### src/rtl/blink_multi.sv
// Multi-channel LED blinker: shared prescaler tick, per-channel OFF/ON/BLINK/BURST modes.
// BURST support (burst/bcnt storage) is built only when BLINK_MULTI_BURST_EN is defined.
module blink_multi #(
    parameter int FREQ       = 25000000,
    parameter int TICK_HZ    = 1000,
    parameter int CHANNELS   = 4,
    parameter int PERIOD_W   = 16,
    parameter int DEF_PERIOD = 1000
) (
    input  logic                clk_i,
    input  logic                rst_i,
    input  logic                cfg_we_i,
    input  logic [3:0]          cfg_ch_i,
    input  logic [1:0]          cfg_mode_i,
    input  logic [PERIOD_W-1:0] cfg_period_i,
    input  logic [PERIOD_W-1:0] cfg_duty_i,
    input  logic [3:0]          cfg_burst_i,
    input  logic                sync_i,
    output logic                tick_o,
    output logic [CHANNELS-1:0] led_o
);
    localparam int TICK_DIV = FREQ / TICK_HZ;
    localparam int CNT_W    = (TICK_DIV > 2) ? $clog2(TICK_DIV) : 1;
    localparam logic [CNT_W-1:0]    CNT_MAX    = CNT_W'(TICK_DIV - 1);
    localparam logic [PERIOD_W-1:0] RST_PERIOD = PERIOD_W'(DEF_PERIOD);
    localparam logic [PERIOD_W-1:0] RST_DUTY   = PERIOD_W'(DEF_PERIOD / 2);
    localparam logic [1:0] MODE_OFF   = 2'b00;
    localparam logic [1:0] MODE_ON    = 2'b01;
    localparam logic [1:0] MODE_BLINK = 2'b10;

    logic [CNT_W-1:0]    cnt_reg;
    logic [CHANNELS-1:0] level;

    // tick_o doubles as the internal tick that advances every channel
    always_ff @(posedge clk_i or posedge rst_i) begin
        if (rst_i) begin
            cnt_reg <= '0;
            tick_o  <= 1'b0;
        end else begin
            tick_o  <= (cnt_reg == CNT_MAX);
            cnt_reg <= (cnt_reg == CNT_MAX) ? '0 : cnt_reg + CNT_W'(1);
        end
    end

`ifndef BLINK_MULTI_BURST_EN
    logic unused_burst;
    assign unused_burst = ^cfg_burst_i;
`endif

    genvar gi;
    generate
        for (gi = 0; gi < CHANNELS; gi++) begin : g_ch
            logic [1:0]          mode_reg;
            logic [PERIOD_W-1:0] period_reg;
            logic [PERIOD_W-1:0] duty_reg;
            logic [PERIOD_W-1:0] pcnt_reg;
            logic                sel;
            logic                clear;
            logic                wrap;
            logic                blink_lvl;
            logic                burst_ok;
            logic                lvl;

            assign sel       = cfg_we_i && (cfg_ch_i == 4'(gi));
            assign clear     = sel || sync_i;
            assign wrap      = (pcnt_reg == period_reg - PERIOD_W'(1));
            assign blink_lvl = (pcnt_reg < duty_reg);

            always_ff @(posedge clk_i or posedge rst_i) begin
                if (rst_i) begin
                    mode_reg   <= MODE_OFF;
                    period_reg <= RST_PERIOD;
                    duty_reg   <= RST_DUTY;
                    pcnt_reg   <= '0;
                end else begin
                    if (sel) begin
                        mode_reg   <= cfg_mode_i;
                        period_reg <= (cfg_period_i == '0) ? PERIOD_W'(1) : cfg_period_i;
                        duty_reg   <= cfg_duty_i;
                    end
                    if (clear) begin
                        pcnt_reg <= '0;
                    end else if (tick_o) begin
                        pcnt_reg <= wrap ? '0 : pcnt_reg + PERIOD_W'(1);
                    end
                end
            end

`ifdef BLINK_MULTI_BURST_EN
            logic [3:0] burst_reg;
            logic [3:0] bcnt_reg;

            // bcnt counts completed periods; the period with bcnt == burst stays dark
            always_ff @(posedge clk_i or posedge rst_i) begin
                if (rst_i) begin
                    burst_reg <= '0;
                    bcnt_reg  <= '0;
                end else begin
                    if (sel) begin
                        burst_reg <= cfg_burst_i;
                    end
                    if (clear) begin
                        bcnt_reg <= '0;
                    end else if (tick_o && wrap) begin
                        bcnt_reg <= (bcnt_reg == burst_reg) ? 4'd0 : bcnt_reg + 4'd1;
                    end
                end
            end

            assign burst_ok = (bcnt_reg < burst_reg);
`else
            assign burst_ok = 1'b1;
`endif

            always_comb begin
                lvl = 1'b0;
                case (mode_reg)
                    MODE_OFF:   lvl = 1'b0;
                    MODE_ON:    lvl = 1'b1;
                    MODE_BLINK: lvl = blink_lvl;
                    default:    lvl = burst_ok && blink_lvl;
                endcase
            end

            assign level[gi] = lvl;
        end
    endgenerate

    always_ff @(posedge clk_i or posedge rst_i) begin
        if (rst_i) begin
            led_o <= '0;
        end else begin
            led_o <= level;
        end
    end
endmodule

### config.mk
export PLATFORM = sky130hd
export DESIGN_NAME = blink_multi
export DESIGN_NICKNAME = d
export VERILOG_FILES = /design/src/rtl/blink_multi.sv
export SDC_FILE = /design/constraint.sdc
export NUM_CORES = 1
export LEC_CHECK = 0
export ABC_AREA = 1
export ABC_CLOCK_PERIOD_IN_PS = 20300
export CAP_MARGIN = 10
export CORE_MARGIN = 2
export CORE_UTILIZATION = 45
export DETAILED_ROUTE_END_ITERATION = 8
export PLACE_DENSITY = 0.7
export SYNTH_ARGS = -nofsm -noshare
export SYNTH_HDL_FRONTEND = slang
export SYNTH_SLANG_ARGS = --single-unit
### constraint.sdc
create_clock -name clk_i -period 20.3 [get_ports clk_i]
set_clock_uncertainty 0.05 [all_clocks]
set_input_delay 4.06 -clock clk_i [delete_from_list [all_inputs] [get_ports clk_i]]
set_output_delay 4.06 -clock clk_i [all_outputs]
set_load 0.005 [all_outputs]
; ---- After elaboration in Yosys (flattened, before gate mapping)
; Index checks and enable logic that the tools add are counted.
[op_classes]
add_sub_neg = 9
n_mul = 0
div_mod_pow = 0
magnitude_cmp = 4
n_eq_ne = 12
shift = 0
mux = 18
bitwise_logic = 0
n_reduce_logical = 18
[ops]
columns = op, n
row1 = $mux 16, 13
row2 = $add 16x1->16 const B, 4
row3 = $eq 16x16->1, 4
row4 = $lt 16x16->1, 4
row5 = $sub 16x1->16 const B, 4
row6 = $logic_not 16->1, 1
row7 = $add 15x1->15 const B, 1
row8 = $eq 15x15->1 const B, 1
row9 = $mux 15, 1
row10 = $eq 2x1->1 const B, 4
row11 = $eq 4x2->1 const B, 2
row12 = $logic_not 2->1, 4
row13 = $pmux 1 s2, 4
row14 = $reduce_bool 2->1, 4
row15 = $eq 4x1->1 const B, 1
row16 = $logic_and 1x1->1, 4
row17 = $logic_not 4->1, 1
row18 = $logic_or 1x1->1, 4
[word_totals]
register_bits = 220
latchBits = 0
ramBits = 0
mem_bits_ro = 0
out_inout_bits = 5
n_memories = 0

; ---- Longest topological paths before layout
; Gate-level depths: netlist of the first run.
[logic_depth]
depth_word = 5
mapped_depth = 16
ltp_nobuf = 15

; ---- Worst setup path after synthesis of the first run
; No wires, ideal clock.
[synth_timing]
path_type = input-to-reg
from = input port cfg_ch_i[3]
to = register g_ch[0].pcnt_reg[15]
setup_time_ps = 122
arrival_time_ps = 5171
slack_ps = 14958
path_stages = 9
path_buffers = 1
path_cell_list = nor2_1 -> nand2_1 -> nor3_2 -> inv_2 -> nand2_1 -> nor2_1 -> clkbuf_1 -> nand2_1 -> o21ai_2
[synth_between]
elab_chain_len = 4
[synth_lines]
columns = element, line_no
row1 = start: declaration, 13  ; input logic [3:0] cfg_ch_i,
row2 = $logic_not 4->1 (*), 64  ; assign sel = cfg_we_i && (cfg_ch_i == 4'(gi));
row3 = $logic_and 1x1->1 (*), 64
row4 = $logic_or 1x1->1 (*), 65  ; assign clear = sel || sync_i;
row5 = $mux 16 or $reduce_bool 2->1 (tied branches), -
row6 = end signal: assignment, 84  ; pcnt_reg <= wrap ? '0 : pcnt_reg + PERIOD_W'(1);
row7 = end: declaration, 56  ; logic [PERIOD_W-1:0] pcnt_reg;
; Every way passes the cells marked *; elsewhere a longest branch is shown, timed or not.
; A chain may end at the register's enable or synchronous reset.

; ---- Final worst setup path of the first run
[layout_timing]
from = input port cfg_ch_i[1]
to = register g_ch[2].pcnt_reg[4]
[layout_between]
elab_chain_len = 4
[layout_lines]
columns = element, line_no
row1 = $eq 4x2->1 (*), 64
row2 = $logic_and 1x1->1 (*), 64
row3 = $logic_or 1x1->1 (*), 65
row4 = $mux 16 or $reduce_bool 2->1 (tied branches), -
row5 = end signal: assignment, 84
row6 = end: declaration, 56
; Marks and branches as above.

==> flow_summary.toml, run 1 <==
[detailed_routing]
drc_errors = 0
finalWirelength_mm = 36.8
firstDrtPassIters = 7
final_antenna_net_count = 0
vias_per_cell = 5.19
dr_total_vias = 12300
avgRoutedWirePerCell_um = 15.6
drt_iter0_markers = 906

[clock_tree]
cts-hold-fix-buffers = 0
clk_path_buf_depth = 3
clkTransAtPathRegs_ns = 0.06
cts_tree = "done"
cts.sinks = 220
post_cts_buffers = 0
clock_latency_ns = 0.54
cts_resized = 0
htree_levels = 1
cts-root-buf = "clkbuf_16"
numCtsBuffers = 26

[sta]
relSlewSlack = 0.280
fin_tns_setup_ns = 0
setup_slack_ns = 13.96
finalMaxSlewViolations = 0
hold_violations = 0
post-route-min-period_ns = 6.34
fmax_ghz = 0.158
rsz0062_at_grt = "no"
fin_crit_sh = 0.312
max_slew.worst_pin.slew_ns = 1.08
setup_violations = 0

[worst_setup_path]
critPathMostFrequentCell = "nand2_1"
cp.depth = 9
cp-end-kind = "register"
crit_family = "simple AND/OR/NAND/NOR gates"
r2r_setup_slack_ns = 17.83
endpoint = "g_ch[2].pcnt_reg[4]"
arrival_ns = 6.77
crit_fanout = 50
worstSetupPathType = "in -> reg"
crit_chain = "clkdlybuf4s50_1 -> nand2_1 -> nor2_2 -> buf_4 -> inv_1 -> nand2_1 -> nor2_1 -> nand2_1 -> nand2_1"
required_ns = 20.73
crit_start = "cfg_ch_i[1]"
crit_buf_inv = 3
regToRegEndpoint = "g_ch[3].pcnt_reg[11]"
critical-path-slowest-cell = "nor2_1"
slowest_delay_ns = 0.84
r2r_start = "g_ch[3].period_reg[0]"
ff2ff_path_depth = 13
setup.worst_path.start_class = "primary input"

[floorplanning]
io_pins = 51
core_area_mm2 = 0.0307
num_rows = 64
initial_core_util = 0.458
die_h_um = 181
die_area_mm2 = 0.0326
die_w_um = 181

[grt]
first_global_vias = 11800
grt_max_degree = 79
antenna_found_initial = 0
grt.overflow.total = 0
grt_pass1_wl_mm = 60.2
grtUsageTotal = 0.227

[place]
place.gp.congestion = 0.896
dpl.hpwl_mm = 26.9
portBuffers = 46
placed_cell_area_mm2 = 0.0149
post-place-ws_ns = 13.42

[cells_and_area]
layout-drive-gt1-share = 0.0773
areaGrowthSynthToFinish_pct = 11.6
diodes = 0
fin_nets = 2062
fillers = 2958
fin_util = 0.511
multiInputGateArea_mm2 = 0.00734
finalInstanceArea_mm2 = 0.0157
seqCellArea_mm2 = 0.00557

[synth]
synth_nets = 2032
synth_cells = 1917
ys.flop_type = "dfrtp_1"
synthArstFlopShare = 1.00
synth-seq-cells = 220
synth.avg_cell_area_um2 = 7.33
yosysTopAreaCellShare = 0.306
yosys_warnings = 0
synth_edf_count = 0
ys_seq_area_frac = 0.396
yosys-top-cells-area = "dfrtp_1, nand2_1, dfstp_2"
synth_cell_types = 41
yosysTopAreaCell = "dfrtp_1"
netlist_area_mm2 = 0.0140

[status]
status = "completed"

[power_and_ir_drop]
p_leak_nw = 7.73
vdd_drop_max_v = 0.0000511
fin_total_pwr_mw = 1.34
power.density_mw_per_mm2 = 85.2

[worst_hold_path]
holdCritPathClass = "reg -> reg"

[flow_run]
timing.max_cap.violations = 0
-- stage by stage --
step | instances | hold slack (ns)
2_1_floorplan | 1917 | 0.399
3_3_place_gp | 2315 | 0.417
3_5_place_dp | 2315 | 0.415
4_1_cts | 2363 | 0.427
5_1_grt | 2363 | 0.453
6_report | 2363 | 0.427
-- power by group --
part | leakage [nW] | internal, mW | switching, mW
clock | 0.404 | 0.264 | 0.194
combinational | 4.60 | 0.115 | 0.195
sequential | 2.73 | 0.520 | 0.0482
-- synth_stat cells (2+ instances only) --
master and count:
nor3b_1 2, a21oi_1 42, inv_2 7, o211ai_1 4, buf_6 4, nand3b_1 14
o21ai_1 2, nor3_2 5, dfstp_2 48, o31ai_1 5, o21ai_0 164, clkbuf_2 3
nand2_2 4, inv_1 243, xnor2_1 29, buf_2 6, dfrtp_1 172, o21ai_2 9
or2_0 2, ha_1 69, nand3_1 128, nand4_1 32, nor3_1 13, nor4_1 12
clkbuf_1 37, nand2_1 565, nor2_1 172, nand3_2 6, nor2_2 16, nor2_4 2
o21bai_1 2, xor2_1 88, o211a_1 2
-- cell type report --
cell class | instances | area share
multi-input combinational | 1397 | 0.468
sequential | 220 | 0.355
clock buffer | 34 | 0.0460
timing repair buffer | 52 | 0.0322
tap | 396 | 0.0316
inverter | 250 | 0.0603
clock inverter | 14 | 0.00718
-- logic make-up (layout without fill, tap and decap cells) --
| kind of cell | after synthesis | in the layout | share of synthesized area |
|---|---|---|---|
| AOI/OAI and AO/OA | 234 | 234 | 0.0893 |
| xor gates and xnor gates | 117 | 117 | 0.0729 |
| adders and majority gates | 69 | 69 | 0.0615 |
| buffers and inverters | 300 | 350 | 0.0831 |
| DFF | 220 | 220 | 0.396 |
| and+or+nand+nor | 977 | 977 | 0.297 |
-- how the worst min path moves through the flow --
| stage | from | to | slack (ns) | depth (start not counted) |
|---|---|---|---|---|
| detailed placement | g_ch[2].mode_reg[0] | led_o[2] | 0.42 | 2 |
| floorplan | g_ch[2].mode_reg[0] | led_o[2] | 0.40 | 2 |
| global placement | g_ch[2].mode_reg[0] | g_ch[2].mode_reg[0] | 0.42 | 2 |
| global route | cnt_reg[6] | cnt_reg[6] | 0.45 | 1 |
| finish | g_ch[2].mode_reg[0] | led_o[2] | 0.43 | 2 |
| CTS | g_ch[2].mode_reg[0] | led_o[2] | 0.43 | 2 |
-- cells in the final DEF, fill, tap and decap left out, types with 3 or more instances in the layout --
cell type	count
o31ai_1	5
ha_1	69
nand4_1	32
clkinv_2	7
clkdlybuf4s50_1	46
o21ai_2	9
nor2_2	17
nand2_1	565
o211ai_1	4
clkinvlp_4	4
nand2_2	4
nor2_4	3
nor2_1	170
buf_4	6
dfstp_2	48
dfrtp_1	172
nor4_1	12
a21oi_1	42
nor3_4	3
nand3b_1	14
clkbuf_1	5
clkbuf_16	27
o21ai_0	164
nor3_1	13
nand3_2	6
nor3_2	3
inv_2	7
xor2_1	88
nand3_1	128
xnor2_1	29
inv_1	242
-- worst min-delay path, stage by stage (launching register included) --
cell and delay (ns):
dfrtp_1 0.34, nand2_1 0.05, nand2_1 0.05
-- routing by layer --
metal | track usage | part of all wire | vias up
li1 | - | - | 6157
met1 | 0.297 | 0.44 | 5735
met2 | 0.373 | 0.46 | 288
met3 | 0.0363 | 0.053 | 75
met4 | 0.0990 | 0.044 | 0
met5 | 0 | 0 | -
Note: power is estimated with default switching activity, not from simulation.
==> inputs of run 2 (changes only) <==
--- a/config.mk
+++ b/config.mk
@@ -6,12 +6,12 @@
 export NUM_CORES = 1
 export LEC_CHECK = 0
 export ABC_AREA = 1
-export ABC_CLOCK_PERIOD_IN_PS = 20300
+export ABC_CLOCK_PERIOD_IN_PS = 5800
 export CAP_MARGIN = 10
 export CORE_MARGIN = 2
 export CORE_UTILIZATION = 45
 export DETAILED_ROUTE_END_ITERATION = 8
-export PLACE_DENSITY = 0.7
+export PLACE_DENSITY = 0.72
 export SYNTH_ARGS = -nofsm -noshare
 export SYNTH_HDL_FRONTEND = slang
 export SYNTH_SLANG_ARGS = --single-unit
==> constraint.sdc (replaced) <==
create_clock -name clk_i -period 5.8 [get_ports clk_i]
set_clock_uncertainty 0.05 [all_clocks]
set_input_delay 1.16 -clock clk_i [delete_from_list [all_inputs] [get_ports clk_i]]
set_output_delay 1.16 -clock clk_i [all_outputs]
set_load 0.005 [all_outputs]
==> flow_summary.toml, run 2 (synthesis results as in run 1) <==
[status]
status = "completed"

[detailed_routing]
vias_per_cell = 5.23
drc_errors = 0
dr_total_vias = 12400
wl_met1_mm = 16.0
wl_met2_mm = 17.6
highest_layer = "met4"
finalWirelength_mm = 37.3
firstDrtPassIters = 5
dr_wl_met3_mm = 2.40
drt_iter0_markers = 859
avgRoutedWirePerCell_um = 15.8
final_antenna_net_count = 0

[place]
portBuffers = 46
dpl.hpwl_mm = 27.4
place.gp.congestion = 0.914
place_inst = 2317

[cells_and_area]
diodes = 0
areaGrowthSynthToFinish_pct = 12.4
layout-drive-gt1-share = 0.0788
layout_common_cells = "nand2_1, inv_1, dfrtp_1, nor2_1, o21ai_0"
fin_nets = 2063
multiInputGateArea_mm2 = 0.00734
seqCellArea_mm2 = 0.00557
fillers = 2929
stdcell_count = 2362
layout_commonest_cell = "nand2_1"
fin_util = 0.515

[clock_tree]
htree_levels = 1
cts.sinks = 220
cts_resized = 0
numCtsBuffers = 25
post_cts_buffers = 0
cts_tree = "done"
clock_latency_ns = 0.53
cts-hold-fix-buffers = 0
clkTransAtPathRegs_ns = 0.06
cts-root-buf = "clkbuf_16"
clk_path_buf_depth = 3

[worst_hold_path]
holdCritPathClass = "reg -> reg"
hold_depth = 1

[floorplanning]
die_h_um = 181
initial_core_util = 0.458
die_w_um = 181
num_rows = 64
io_pins = 51
die_area_mm2 = 0.0326
core_area_mm2 = 0.0307

[grt]
grt_max_degree = 128
grt_pass1_wl_mm = 60.8
first_global_vias = 12000
grt.overflow.total = 0
grtUsageTotal = 0.229
antenna_found_initial = 0

[sta]
rsz0062_at_grt = "no"
relSlewSlack = 0.274
fin_crit_sh = 0.594
setup_violations = 0
post-route-min-period_ns = 3.44
fmax_ghz = 0.290
finalMaxSlewViolations = 0
fin_tns_setup_ns = 0
max_slew.worst_pin.slew_ns = 1.09
hold_violations = 0

[power_and_ir_drop]
power.density_mw_per_mm2 = 308
vdd_drop_max_v = 0.000167
p_leak_nw = 7.76
fin_total_pwr_mw = 4.86

[worst_setup_path]
setup.worst_path.start_class = "primary input"
worstSetupPathType = "in -> reg"
required_ns = 6.20
ff2ff_path_depth = 13
cp-end-kind = "register"
crit_fanout = 50
arrival_ns = 3.85

[flow_run]
timing.max_cap.violations = 0
==> run 2: cell types whose count changed in the layout (fill, tap and decap cells not counted) <==
cell and delta:
clkbuf_1 -4, bufinv_16 +5, buf_12 +1, inv_8 -1, buf_4 +1, clkinv_2 -6, clkinv_4 +1, clkinvlp_4 +3
inv_6 +1, clkbuf_16 -2
==> run 2: layer usage <==
metal | vias to the layer above | track usage
met1 | 5821 | 0.296
met3 | 70 | 0.0405
li1 | 6155 | -
met4 | 0 | 0.0781
met5 | - | 0
met2 | 318 | 0.389
==> run 2: per-stage QoR <==
stage                     instance area, µm²  hold WS (ns)  setup WS [ns]
after floorplan                        14100         0.399           1.76
after global routing                   15800         0.455           1.98
after global placement                 14900         0.418           1.95
final                                  15800         0.441           2.36
after detailed placement               14900         0.432           1.86
after CTS                              15800         0.443           2.40
==> run 2: worst max-delay path, stage by stage <==
cell	delay, ns
clkdlybuf4s50_1	0.52
nand2_1	0.19
nor2_2	0.05
buf_4	0.25
inv_1	0.43
nand2_1	0.14
nor2_1	0.83
nand2_1	0.13
nand2_1	0.13
==> run 2: report_power, final <==
group | internal [mW] | leakage (nW) | switching (mW) | total, mW
clock | 1.09 | 0.431 | 0.688 | 1.78
sequential | 1.82 | 2.73 | 0.172 | 1.99
combinational | 0.404 | 4.61 | 0.692 | 1.10
==> run 2: final timing paths <==
path,start,end,slack (ns)
min in group asynchronous,rst_i,g_ch[1].duty_reg[9],1.07
max reg2reg,g_ch[3].period_reg[0],g_ch[3].pcnt_reg[15],3.31
max,cfg_ch_i[1],g_ch[2].pcnt_reg[15],2.36
max in group asynchronous,rst_i,g_ch[2].duty_reg[2],3.47
min,cnt_reg[0],cnt_reg[0],0.44
min reg2reg,cnt_reg[0],cnt_reg[0],0.44
==> run 2: final cells by class <==
type	count	area share
multi-input combinational	1397	0.465
sequential	220	0.352
timing repair buffer	54	0.0337
tap	396	0.0314
inverter	250	0.0596
clock inverter	17	0.0168
clock buffer	28	0.0416
